--- config.mk ---
export PLATFORM = sky130hd
export DESIGN_NAME = vram_arbiter
export DESIGN_NICKNAME = d
export VERILOG_FILES = /design/src/rtl/vram_arbiter.sv
export SDC_FILE = /design/constraint.sdc
export NUM_CORES = 1
export LEC_CHECK = 0
export ABC_AREA = 1
export CORE_ASPECT_RATIO = 0.5
export CORE_MARGIN = 4
export CORE_UTILIZATION = 35
export CTS_CLUSTER_SIZE = 14
export DETAILED_ROUTE_END_ITERATION = 8
export SLEW_MARGIN = 5
export SYNTH_ARGS = -nofsm -noshare
export SYNTH_HDL_FRONTEND = slang
export SYNTH_SLANG_ARGS = --single-unit
--- constraint.sdc ---
create_clock -name pclk -period 3.25 [get_ports pclk]
set_input_delay 0.325 -clock pclk [delete_from_list [all_inputs] [get_ports pclk]]
set_output_delay 0.325 -clock pclk [all_outputs]
set_load 0.1 [all_outputs]
--- src/rtl/vram_arbiter.sv ---
// ============================================================================
// Module   : vram_arbiter
// Brief    : Shares single-port VRAM between display reads and a buffered
//            pixel writer; writes drain only while the display is blanking.
// Revision : 1.0 - initial release
// ============================================================================
`default_nettype none

module vram_arbiter #(
  parameter int DW    = 15,
  parameter int CW    = 12,
  parameter int DEPTH = 4
) (
  input  logic                       pclk,
  input  logic                       rstn,
  input  logic                       disp_en,
  input  logic [DW-1:0]              disp_addr,
  output logic [CW-1:0]              disp_rdata,
  input  logic                       wr_valid,
  output logic                       wr_ready,
  input  logic [DW-1:0]              wr_addr,
  input  logic [CW-1:0]              wr_data,
  output logic [DW-1:0]              mem_addr,
  output logic                       mem_we,
  output logic [CW-1:0]              mem_wdata,
  input  logic [CW-1:0]              mem_rdata,
  output logic [$clog2(DEPTH):0]     fifo_level
);

  localparam int c_aw = $clog2(DEPTH);
  localparam int c_lw = c_aw + 1;
  localparam int c_ew = DW + CW;
  localparam logic [c_lw-1:0] c_full = c_lw'(DEPTH);

  logic [c_ew-1:0] r_mem [DEPTH];
  logic [c_aw-1:0] r_wptr;
  logic [c_aw-1:0] r_rptr;
  logic [c_lw-1:0] r_level;

  logic            w_full;
  logic            w_empty;
  logic            w_push;
  logic            w_pop;
  logic [c_ew-1:0] w_head;

  assign w_full  = (r_level == c_full);
  assign w_empty = (r_level == '0);
  assign w_head  = r_mem[r_rptr];

  // Readiness comes only from the registered level, so a full FIFO refuses
  // a write even in a cycle where it is also draining.
  assign wr_ready = rstn & ~w_full;
  assign w_push   = wr_valid & wr_ready;

  // Display always wins; the writer only gets the port while blanking.
  assign w_pop    = rstn & ~disp_en & ~w_empty;

  assign mem_we     = w_pop;
  assign mem_addr   = w_pop ? w_head[c_ew-1:CW] : disp_addr;
  assign mem_wdata  = w_head[CW-1:0];
  assign disp_rdata = mem_rdata;
  assign fifo_level = r_level;

  always_ff @(posedge pclk) begin
    if (w_push) begin
      r_mem[r_wptr] <= {wr_addr, wr_data};
    end
  end

  always_ff @(posedge pclk or negedge rstn) begin
    if (!rstn) begin
      r_wptr  <= '0;
      r_rptr  <= '0;
      r_level <= '0;
    end else begin
      if (w_push) begin
        r_wptr <= r_wptr + c_aw'(1);
      end
      if (w_pop) begin
        r_rptr <= r_rptr + c_aw'(1);
      end
      unique case ({w_push, w_pop})
        2'b10:   r_level <= r_level + c_lw'(1);
        2'b01:   r_level <= r_level - c_lw'(1);
        default: r_level <= r_level;
      endcase
    end
  end

endmodule

`default_nettype wire

Yosys cells after proc, flatten, opt, wreduce, memory -nomap -nowiden
Memory sizes are Yosys's and may differ from the RTL's.
Cells that the tools add are included.
Word-level totals
  register bits: 7
  bits in writable memories: 108
  input port bits: 58
  output and inout bits: 44
  word-level logic and storage cells: 24
  memories kept: 1
Memory list
  r_mem: depth 4, bits a word 27, read ports 1, clocked after memory_dff 0, write ports 1, RTL line 35  | logic [c_ew-1:0] r_mem [DEPTH];
Operators by class
  add/sub/neg operators: 4
  equal/unequal tests: 3
  muxes and demuxes: 4
  bitwise gates (word level): 7
  reduce and logical (&&, ||, !) cells: 2
Operators with widths (count)
  two-way mux 15 bit: 1
  one-hot mux 3 bit (2 select lines): 1
  adder 2 x 1 -> 2 bit, second input constant: 2
  AND 1 bit: 4
  adder 3 x 1 -> 3 bit, second input constant: 1
  equality test 3 bit, second input constant: 1
  zero test 3 bit: 1
  inverter 1 bit: 3
  subtractor 3 x 1 -> 3 bit, second input constant: 1
  equality test 2 x 1 -> 1 bit, second input constant: 1
  equality test 2 bit, second input constant: 1
  two-way mux 1 bit: 2
  nonzero test 2 bit: 1

Logic depth before layout (Yosys ltp)
Gate-level depths: netlist of run 1.
  word-level depth: 6
  gate-level depth with buffers: 11
  depth with buffers taken out: 10

Worst setup path after synthesis of run 1
Ideal clock, no wire load.
  path type: register to output
  start: register r_level[0] (netlist: fifo_level[0])
  end: output port wr_ready
  arrival: 3.298 ns
  data required time: 2.925 ns
  path slack: -0.373 ns
  stages on the path, launching flop included: 3
  buffers on the path: 0
  cells stage by stage: dfrtp_1 -> nor2_4 -> a21boi_0
Between the ends
  longest elaborated chain between the ends: 3
RTL lines
  start: declaration: RTL line 38  | logic [c_lw-1:0] r_level;
  start signal: assignment: RTL line 83  | 2'b10: r_level <= r_level + c_lw'(1);
  start signal: assignment: RTL line 84  | 2'b01: r_level <= r_level - c_lw'(1);
  start signal: assignment: RTL line 85  | default: r_level <= r_level;
  equality test 3 bit: RTL line 46  | assign w_full = (r_level == c_full);
  inverter 1 bit: RTL line 52  | assign wr_ready = rstn & ~w_full;
  AND 1 bit: RTL line 52
  end: declaration: RTL line 20  | output logic wr_ready,
No other way between the ends.

Worst setup path in the final report of run 1
  start: register r_rptr[1]
  end: output port mem_addr[5]
Between the ends
  longest elaborated chain between the ends: 2
RTL lines
  start: declaration: RTL line 37  | logic [c_aw-1:0] r_rptr;
  start signal: assignment: RTL line 80  | r_rptr <= r_rptr + c_aw'(1);
  memory (4 x 27 bit)
  two-way mux 15 bit: RTL line 59  | assign mem_addr = w_pop ? w_head[c_ew-1:CW] : disp_addr;
  end: declaration: RTL line 23  | output logic [DW-1:0] mem_addr,
No other way between the ends.

==> impl_metrics.env, run 1 <==
export IMPL_synth_top_area_cell="edfxtp_1"
export IMPL_fin_cells=747
export IMPL_drive_gt1_share_pct=13.7
export IMPL_clock_fmax_mhz=384
export IMPL_critPathLaunchType="flop"
export IMPL_fin_worst_skew_ns=0.00767
export IMPL_worst_path_buf_inv=2
export IMPL_hold_viol=0
export IMPL_layout_commonest_cell="nand2_1"
export IMPL_crit_fanout=28
export IMPL_ios=102
export IMPL_cts_buffers=17
export IMPL_start_util_pct=36.4
export IMPL_synthTopCellsByArea="edfxtp_1 65%, nand2_1 10%, inv_1 5.5%"
export IMPL_fp_dieW_um=177
export IMPL_cts_tree="built"
export IMPL_total_power_mw=7.02
export IMPL_place_congestion=0.700
export IMPL_cp_data_arrival_time_ns=2.28
export IMPL_synth_top_area_share_pct=64.7
export IMPL_syn_num_nets=531
export IMPL_cp_end_kind="output port"
export IMPL_area_growth_syn_to_layout_pct=36.0
export IMPL_final_nets=606
export IMPL_synth_ff_latch_count=115
export IMPL_route_vias_total=3300
export IMPL_cap_violations=0
export IMPL_slew_headroom_pct=34.3
export IMPL_cts_hold_buffers=0
export IMPL_crit_type="flop to output port"
export IMPL_diodes=0
export IMPL_cts_sinks=115
export IMPL_route_detailed_drc=0
export IMPL_cts_max_level=4
export IMPL_portBuffers=77
export IMPL_grt_first_pass_wirelength_mm=16.5
export IMPL_final_max_slew_violation_count=0
export IMPL_multiInputGateArea_um2=1160
export IMPL_yosys_warnings=0
export IMPL_crit_family="buffers and inverters"
export IMPL_first_pass_iters=5
export IMPL_antenna_found_initial=0
export IMPL_cp_cell_sequence="clkinv_1 > nand3_1 > nand2_1 > nand2_1 > nand2_1 > buf_12"
export IMPL_power_density_nw_per_um2=1030
export IMPL_setup_viol=0
export IMPL_grt_max_degree=57
export IMPL_fillers=1198
export IMPL_die_area_um2=16400
export IMPL_min_path_type="primary input to async pin"
export IMPL_yosysUniqueCellTypes=21
export IMPL_rows=30
export IMPL_synth_seq_area_share_pct=68.2
export IMPL_max_stage_delay_ns=0.73
export IMPL_die_h_um=92.6
export IMPL_place_inst=715
export IMPL_first_global_vias=3205
export IMPL_grt_usage_pct=13.1
export IMPL_ant_nets=0
export IMPL_required_ns=2.92
export IMPL_via_per_inst=4.42
export IMPL_cts_resized=0
export IMPL_post_cts_setup_buffers=0
export IMPL_routedWlPerCell_um=14.0
export IMPL_setup_slack_ns=0.645
export IMPL_core_area_um2=13800
export IMPL_clock_root_buffer="clkbuf_16"
export IMPL_min_period_over_period_pct=80.2
export IMPL_clockBufferDepth=2
export IMPL_place_ws_ns=0.443
export IMPL_leakage_nw=2.81
export IMPL_setup_tns_ns=0
export IMPL_gr_total_overflow=0
export IMPL_cpMostUsedCell="nand2_1"
export IMPL_worst_pin_slew_ns=0.982
export IMPL_mostFrequentLayoutCells="134 x nand2_1, 108 x edfxtp_1, 73 x inv_1"
export IMPL_outcome="finished clean"
export IMPL_dp_hpwl_mm=6.26
export IMPL_routed_wl_mm=10.4
export IMPL_synthCells=467
export IMPL_ir_drop_v=0.000573
export IMPL_clk_pin_slew_worst_paths_ns=0.06
export IMPL_first_iter_violations=150
export IMPL_cp_slowest_cell="clkinv_1"
export IMPL_avgSynthCellArea_um2=10.7
export IMPL_clk_latency_ns=0.41
export IMPL_finalCriticalPeriod_ns=2.61
export IMPL_final_seq_area_um2=3420
export IMPL_netlist_area_um2=5010
export IMPL_rsz0062_at_grt="no"
==> worst paths after layout <==
path,startpoint,to,slack [ns],cells after the start
worst max-delay path,r_rptr[1],mem_addr[5],0.64,6
worst min-delay path,rstn,fifo_level[1],0.26,1
worst max register to register,fifo_level[0],fifo_level[2],1.00,9
worst min register to register,r_wptr[0],r_wptr[0],0.56,2
max in group asynchronous,rstn,r_rptr[0],2.64,1
min in group pclk,wr_data[11],r_mem[3][11],0.55,1
==> stage by stage <==
stage	hold slack [ns]	area, um2	util [%]
floorplan	0.0294	5010	-
CTS	0.242	6820	49.5
finish	0.256	6820	49.5
detailed placement	0.527	6230	45.3
global route	0.279	6820	49.5
global placement	0.522	6230	45.3
==> cell type report <==
cell class	count	share of cell area, %
multi-input combinational	247	17.1
clock inverter	15	2.31
tap	192	3.52
timing repair buffer	86	16.6
sequential	115	50.2
inverter	75	4.13
clock buffer	17	6.24
==> metal layers <==
metal / part of all wire [%] / global-route usage (%) / wire, um
met1: 46 / 16.0 / 4780
met2: 49 / 21.8 / 5110
met3: 4.7 / 3.92 / 487
met4: 0.66 / 5.53 / 69
met5: 0 / 0 / 0
==> cell usage after synthesis <==
master,n
nand2_1,134
edfxtp_1,108
inv_1,73
nand3_1,33
nor2_1,28
o21ai_0,26
buf_4,15
o22ai_1,12
buf_2,9
dfrtp_1,7
clkbuf_1,6
ha_1,5
nand4_1,2
xor2_1,2
a21boi_0,1
a21oi_4,1
clkinv_1,1
fa_1,1
inv_2,1
nor2_4,1
xnor2_1,1
==> sequential cells by signal, indices dropped and copies added (netlist names) <==
signal	cells
fifo_level	3
r_mem	108
r_wptr	2
r_rptr	2
==> power breakdown <==
part	internal, mW	switching (mW)
sequential	1.81	0.0709
clock	1.13	0.674
combinational	1.02	2.31
==> kinds of logic after synthesis <==
logic type | synth area share (%)
xor gates and xnor gates | 0.524
adders and majority gates | 1.65
buffers and inverters | 9.21
AOI/OAI and AO/OA | 4.57
and+or+nand+nor | 15.9
DFF | 68.2
Power figures use the tool's default switching activity.
==> run 2: changes to the inputs <==
- clock period: 3.25 -> 2.4 ns (I/O delays scaled with it)
==> run 2 against run 1 <==
Against the previous run:
- sequential power grew 37%
- die area is the same
- sequential share of layout area shrank 1.3 points
- worst setup slack lost 0.45 ns
- global-route usage grew 0.34 points
- critical path depth shrank 2
- highest routed layer unchanged
==> impl_metrics.env, run 2 (synthesized netlist as in run 1, its figures left out) <==
export IMPL_clk_latency_ns=0.40
export IMPL_final_max_slew_violation_count=0
export IMPL_rows=30
export IMPL_r2r_start="fifo_level[0]"
export IMPL_power_density_nw_per_um2=1390
export IMPL_first_iter_violations=243
export IMPL_grt_usage_pct=13.4
export IMPL_ios=102
export IMPL_largest_reg_flops=108
export IMPL_cts_buffers=17
export IMPL_cts_max_level=4
export IMPL_slew_headroom_pct=60.3
export IMPL_die_area_um2=16400
export IMPL_rsz0062_at_grt="no"
export IMPL_final_nets=615
export IMPL_place_ws_ns=0.344
export IMPL_grt_max_degree=57
export IMPL_clk_pin_slew_worst_paths_ns=0.06
export IMPL_gr_total_overflow=0
export IMPL_min_period_over_period_pct=91.9
export IMPL_hold_viol=0
export IMPL_fillers=1198
export IMPL_ant_nets=0
export IMPL_place_inst=724
export IMPL_fin_cells=755
export IMPL_final_cell_area_um2=7010
export IMPL_outcome="finished clean"
export IMPL_timing_hold_ws_ns=0.187
export IMPL_cts_hold_buffers=0
export IMPL_clock_fmax_mhz=454
export IMPL_route_vias_total=3359
export IMPL_cap_violations=0
export IMPL_leakage_nw=2.92
export IMPL_cp_startpoint="r_rptr[0]"
export IMPL_antenna_found_initial=0
export IMPL_setup_viol=0
export IMPL_die_h_um=92.6
export IMPL_route_detailed_drc=0
export IMPL_first_global_vias=3440
export IMPL_setup_tns_ns=0
export IMPL_fp_dieW_um=177
export IMPL_required_ns=2.16
export IMPL_mostFrequentLayoutCells="134 x nand2_1, 108 x edfxtp_1, 73 x inv_1"
export IMPL_total_power_mw=9.78
export IMPL_grt_first_pass_wirelength_mm=17.1
export IMPL_clockBufferDepth=2
export IMPL_cts_tree="built"
export IMPL_drive_gt1_share_pct=18.7
export IMPL_diodes=0
export IMPL_place_congestion=0.689
export IMPL_r2r_setup_slack_ns=0.43
export IMPL_via_per_inst=4.45
export IMPL_cp_end_kind="output port"
export IMPL_crit_fanout=56
export IMPL_core_area_um2=13800
export IMPL_cp_data_arrival_time_ns=1.96
export IMPL_routedWlPerCell_um=13.9
export IMPL_final_util_pct=50.9
export IMPL_dpl_cell_area_um2=6420
export IMPL_post_cts_setup_buffers=0
export IMPL_critPathLaunchType="flop"
export IMPL_cts_sinks=115
export IMPL_setup_slack_ns=0.195
export IMPL_finalCriticalPeriod_ns=2.20
export IMPL_dp_hpwl_mm=6.63
export IMPL_layout_commonest_cell="nand2_1"
export IMPL_worst_pin_slew_ns=0.595
export IMPL_area_growth_syn_to_layout_pct=39.8
export IMPL_first_pass_iters=4
export IMPL_crit_type="flop to output port"
export IMPL_clock_root_buffer="clkbuf_16"
export IMPL_min_path_type="primary input to async pin"
export IMPL_start_util_pct=36.4
export IMPL_routed_wl_mm=10.5
export IMPL_portBuffers=77
export IMPL_top_register="r_mem"
export IMPL_ir_drop_v=0.000769
export IMPL_fin_worst_skew_ns=0.00621
-- run 2: power breakdown --
part / internal, mW / switching [mW] / leakage [nW]
clock network: 1.56 / 0.952 / 0.290
logic: 1.50 / 3.20 / 1.57
registers: 2.47 / 0.102 / 1.06
-- run 2: worst paths after layout --
kind / to / cells after the start
worst max-delay path: mem_wdata[11] / 4
worst min-delay path: fifo_level[2] / 2
worst max register to register: fifo_level[2] / 9
worst min register to register: fifo_level[0] / 1
max in group asynchronous: r_rptr[0] / 2
min in group pclk: r_mem[0][19] / 1
-- run 2: layout make-up --
type / count / area, um2 / share of cell area (%)
clock buffer: 17 / 425 / 6.07
clock inverter: 14 / 169 / 2.41
inverter: 75 / 283 / 4.03
multi-input combinational: 247 / 1240 / 17.7
sequential: 115 / 3430 / 48.9
tap: 192 / 240 / 3.43
timing repair buffer: 95 / 1230 / 17.5
-- run 2: metal layers --
metal	global-route usage, %	up-vias	share of wire, %
met4	4.44	0	0.95
met5	0	-	0
met2	23.6	58	50
li1	-	1684	-
met3	3.83	12	4.1
met1	16.0	1605	45
-- run 2: worst max-delay path, cell delays in order, from the launching register on --
cell	delay [ns]
dfrtp_2	0.36
buf_4	0.48
o21ai_0	0.22
o22ai_2	0.26
buf_12	0.21
-- run 2: repair_timing --
item	4_1_cts	5_1_grt
endpoints found under the hold margin	0	0
resized for setup	1	0
endpoints found under the setup margin	9	0
==> run 3: changes to the inputs <==
- GPL_ROUTABILITY_DRIVEN: not set -> 0
- PLACE_DENSITY_LB_ADDON: not set -> 0.25
- SLEW_MARGIN: 5 -> 25
==> run 3 against run 2 <==
Against the previous run:
- routed wire length is 3.8% higher
- sequential power hardly changed
- clock power is 4% lower
- critical path type unchanged
==> impl_metrics.env, run 3 (synthesized netlist as in run 1, its figures left out) <==
export IMPL_outcome="finished clean"
export IMPL_cts_sinks=115
export IMPL_critPathLaunchType="flop"
export IMPL_drive_gt1_share_pct=18.2
export IMPL_slew_headroom_pct=75.8
export IMPL_ant_nets=0
export IMPL_area_growth_syn_to_layout_pct=39.5
export IMPL_first_global_vias=3281
export IMPL_largest_reg_flops=108
export IMPL_ir_drop_v=0.000695
export IMPL_crit_type="flop to output port"
export IMPL_crit_family="buffers and inverters"
export IMPL_first_pass_iters=4
export IMPL_fp_dieW_um=177
export IMPL_clockBufferDepth=2
export IMPL_cp_data_arrival_time_ns=1.92
export IMPL_clock_root_buffer="clkbuf_16"
export IMPL_place_ws_ns=0.365
export IMPL_layout_commonest_cell="nand2_1"
export IMPL_start_util_pct=36.4
export IMPL_min_path_type="primary input to async pin"
export IMPL_cts_hold_buffers=0
export IMPL_cp_cell_sequence="inv_2 > buf_4 > nor2_1 > o22ai_2 > buf_12"
export IMPL_final_nets=612
export IMPL_fin_worst_skew_ns=0.00839
export IMPL_grt_usage_pct=13.8
export IMPL_die_h_um=92.6
export IMPL_required_ns=2.16
export IMPL_core_area_um2=13800
export IMPL_dpl_cell_area_um2=6420
export IMPL_final_cell_area_um2=6990
export IMPL_mostFrequentLayoutCells="134 x nand2_1, 108 x edfxtp_1, 73 x inv_1"
export IMPL_leakage_nw=2.89
export IMPL_min_period_over_period_pct=90.0
export IMPL_routed_wl_mm=10.9
export IMPL_cp_startpoint="r_rptr[0]"
export IMPL_finalCriticalPeriod_ns=2.16
export IMPL_cp_slowest_cell="dfrtp_2"
export IMPL_worst_pin_slew_ns=0.363
export IMPL_hold_viol=0
export IMPL_cap_violations=0
export IMPL_clock_fmax_mhz=463
export IMPL_fin_cells=753
export IMPL_via_per_inst=4.43
export IMPL_cts_tree="built"
export IMPL_grt_first_pass_wirelength_mm=17.2
export IMPL_dp_hpwl_mm=6.85
export IMPL_clk_latency_ns=0.41
export IMPL_antenna_found_initial=0
export IMPL_fillers=1203
export IMPL_setup_slack_ns=0.240
export IMPL_route_detailed_drc=0
export IMPL_worst_path_buf_inv=3
export IMPL_cts_buffers=17
export IMPL_first_iter_violations=233
export IMPL_cts_max_level=4
export IMPL_die_area_um2=16400
export IMPL_gr_total_overflow=0
export IMPL_top_register="r_mem"
export IMPL_crit_fanout=29
export IMPL_setup_viol=0
export IMPL_rsz0062_at_grt="no"
export IMPL_r2r_start="fifo_level[0]"
export IMPL_power_density_nw_per_um2=1390
export IMPL_clk_pin_slew_worst_paths_ns=0.06
export IMPL_diodes=0
export IMPL_final_max_slew_violation_count=0
export IMPL_timing_hold_ws_ns=0.157
export IMPL_route_vias_total=3337
export IMPL_routedWlPerCell_um=14.4
export IMPL_place_inst=721
export IMPL_ios=102
export IMPL_rows=30
export IMPL_portBuffers=77
export IMPL_grt_max_degree=49
export IMPL_max_stage_delay_ns=0.50
export IMPL_cp_end_kind="output port"
-- run 3: changes by cell type in the layout (fill, tap and decap cells not counted), sizes merged --
| cell | change |
|---|---|
| buf | -3 |
| clkinvlp | +3 |
| bufinv | -1 |
| clkinv | -2 |
| clkbuf | +1 |
-- run 3: power breakdown --
group	leakage [nW]	total (mW)	internal, mW	switching, mW
clock	0.271	2.41	1.45	0.956
sequential	1.06	2.60	2.47	0.130
combinational	1.56	4.71	1.52	3.19
-- run 3: what timing repair did --
action,CTS,global route
buffers inserted,0,0
resized for setup,0,1
endpoints found under the setup margin,0,1
-- run 3: area by class of cell --
type | instances | area (um2) | share of cell area, %
clock buffer | 18 | 429 | 6.14
clock inverter | 14 | 143 | 2.04
timing repair buffer | 92 | 1230 | 17.6
inverter | 75 | 285 | 4.08
tap | 192 | 240 | 3.43
multi-input combinational | 247 | 1240 | 17.7
sequential | 115 | 3430 | 49.0
-- run 3: final timing paths --
path / end / slack (ns) / cells after the start
max in group asynchronous: fifo_level[2] / 2.08 / 2
setup / recovery: mem_wdata[1] / 0.24 / 5
hold / removal: fifo_level[0] / 0.16 / 2
min in group pclk: r_mem[3][10] / 0.47 / 1
setup reg to reg: fifo_level[2] / 0.45 / 9
hold reg to reg: r_wptr[1] / 0.54 / 2
-- run 3: through the flow --
step	TNS, ns	total power [mW]	util, %
after floorplan	-0.0374	5.80	-
after global placement	0	7.34	46.6
after detailed placement	0	7.38	46.6
after CTS	0	9.82	50.7
after global routing	0	10.2	50.8
final	0	9.72	50.8
-- run 3: per-layer routing --
layer  GRT usage (%)  part of all wire, %  up-vias
met5               0                    0        -
met4            6.88                  1.8        0
met3            3.55                  4.8       24
met2            21.6                   46       73
met1            18.0                   48     1557
li1                -                    -     1683
-- run 3: worst register-to-register path, cell delays in order (launching register included) --
cell and delay (ns):
dfrtp_4 0.50, nor2_4 0.17, nand2_1 0.12, nand3_1 0.11, ha_1 0.17, inv_1 0.06, fa_1 0.38, nand2_1 0.08
nand3_1 0.09, xor2_1 0.14
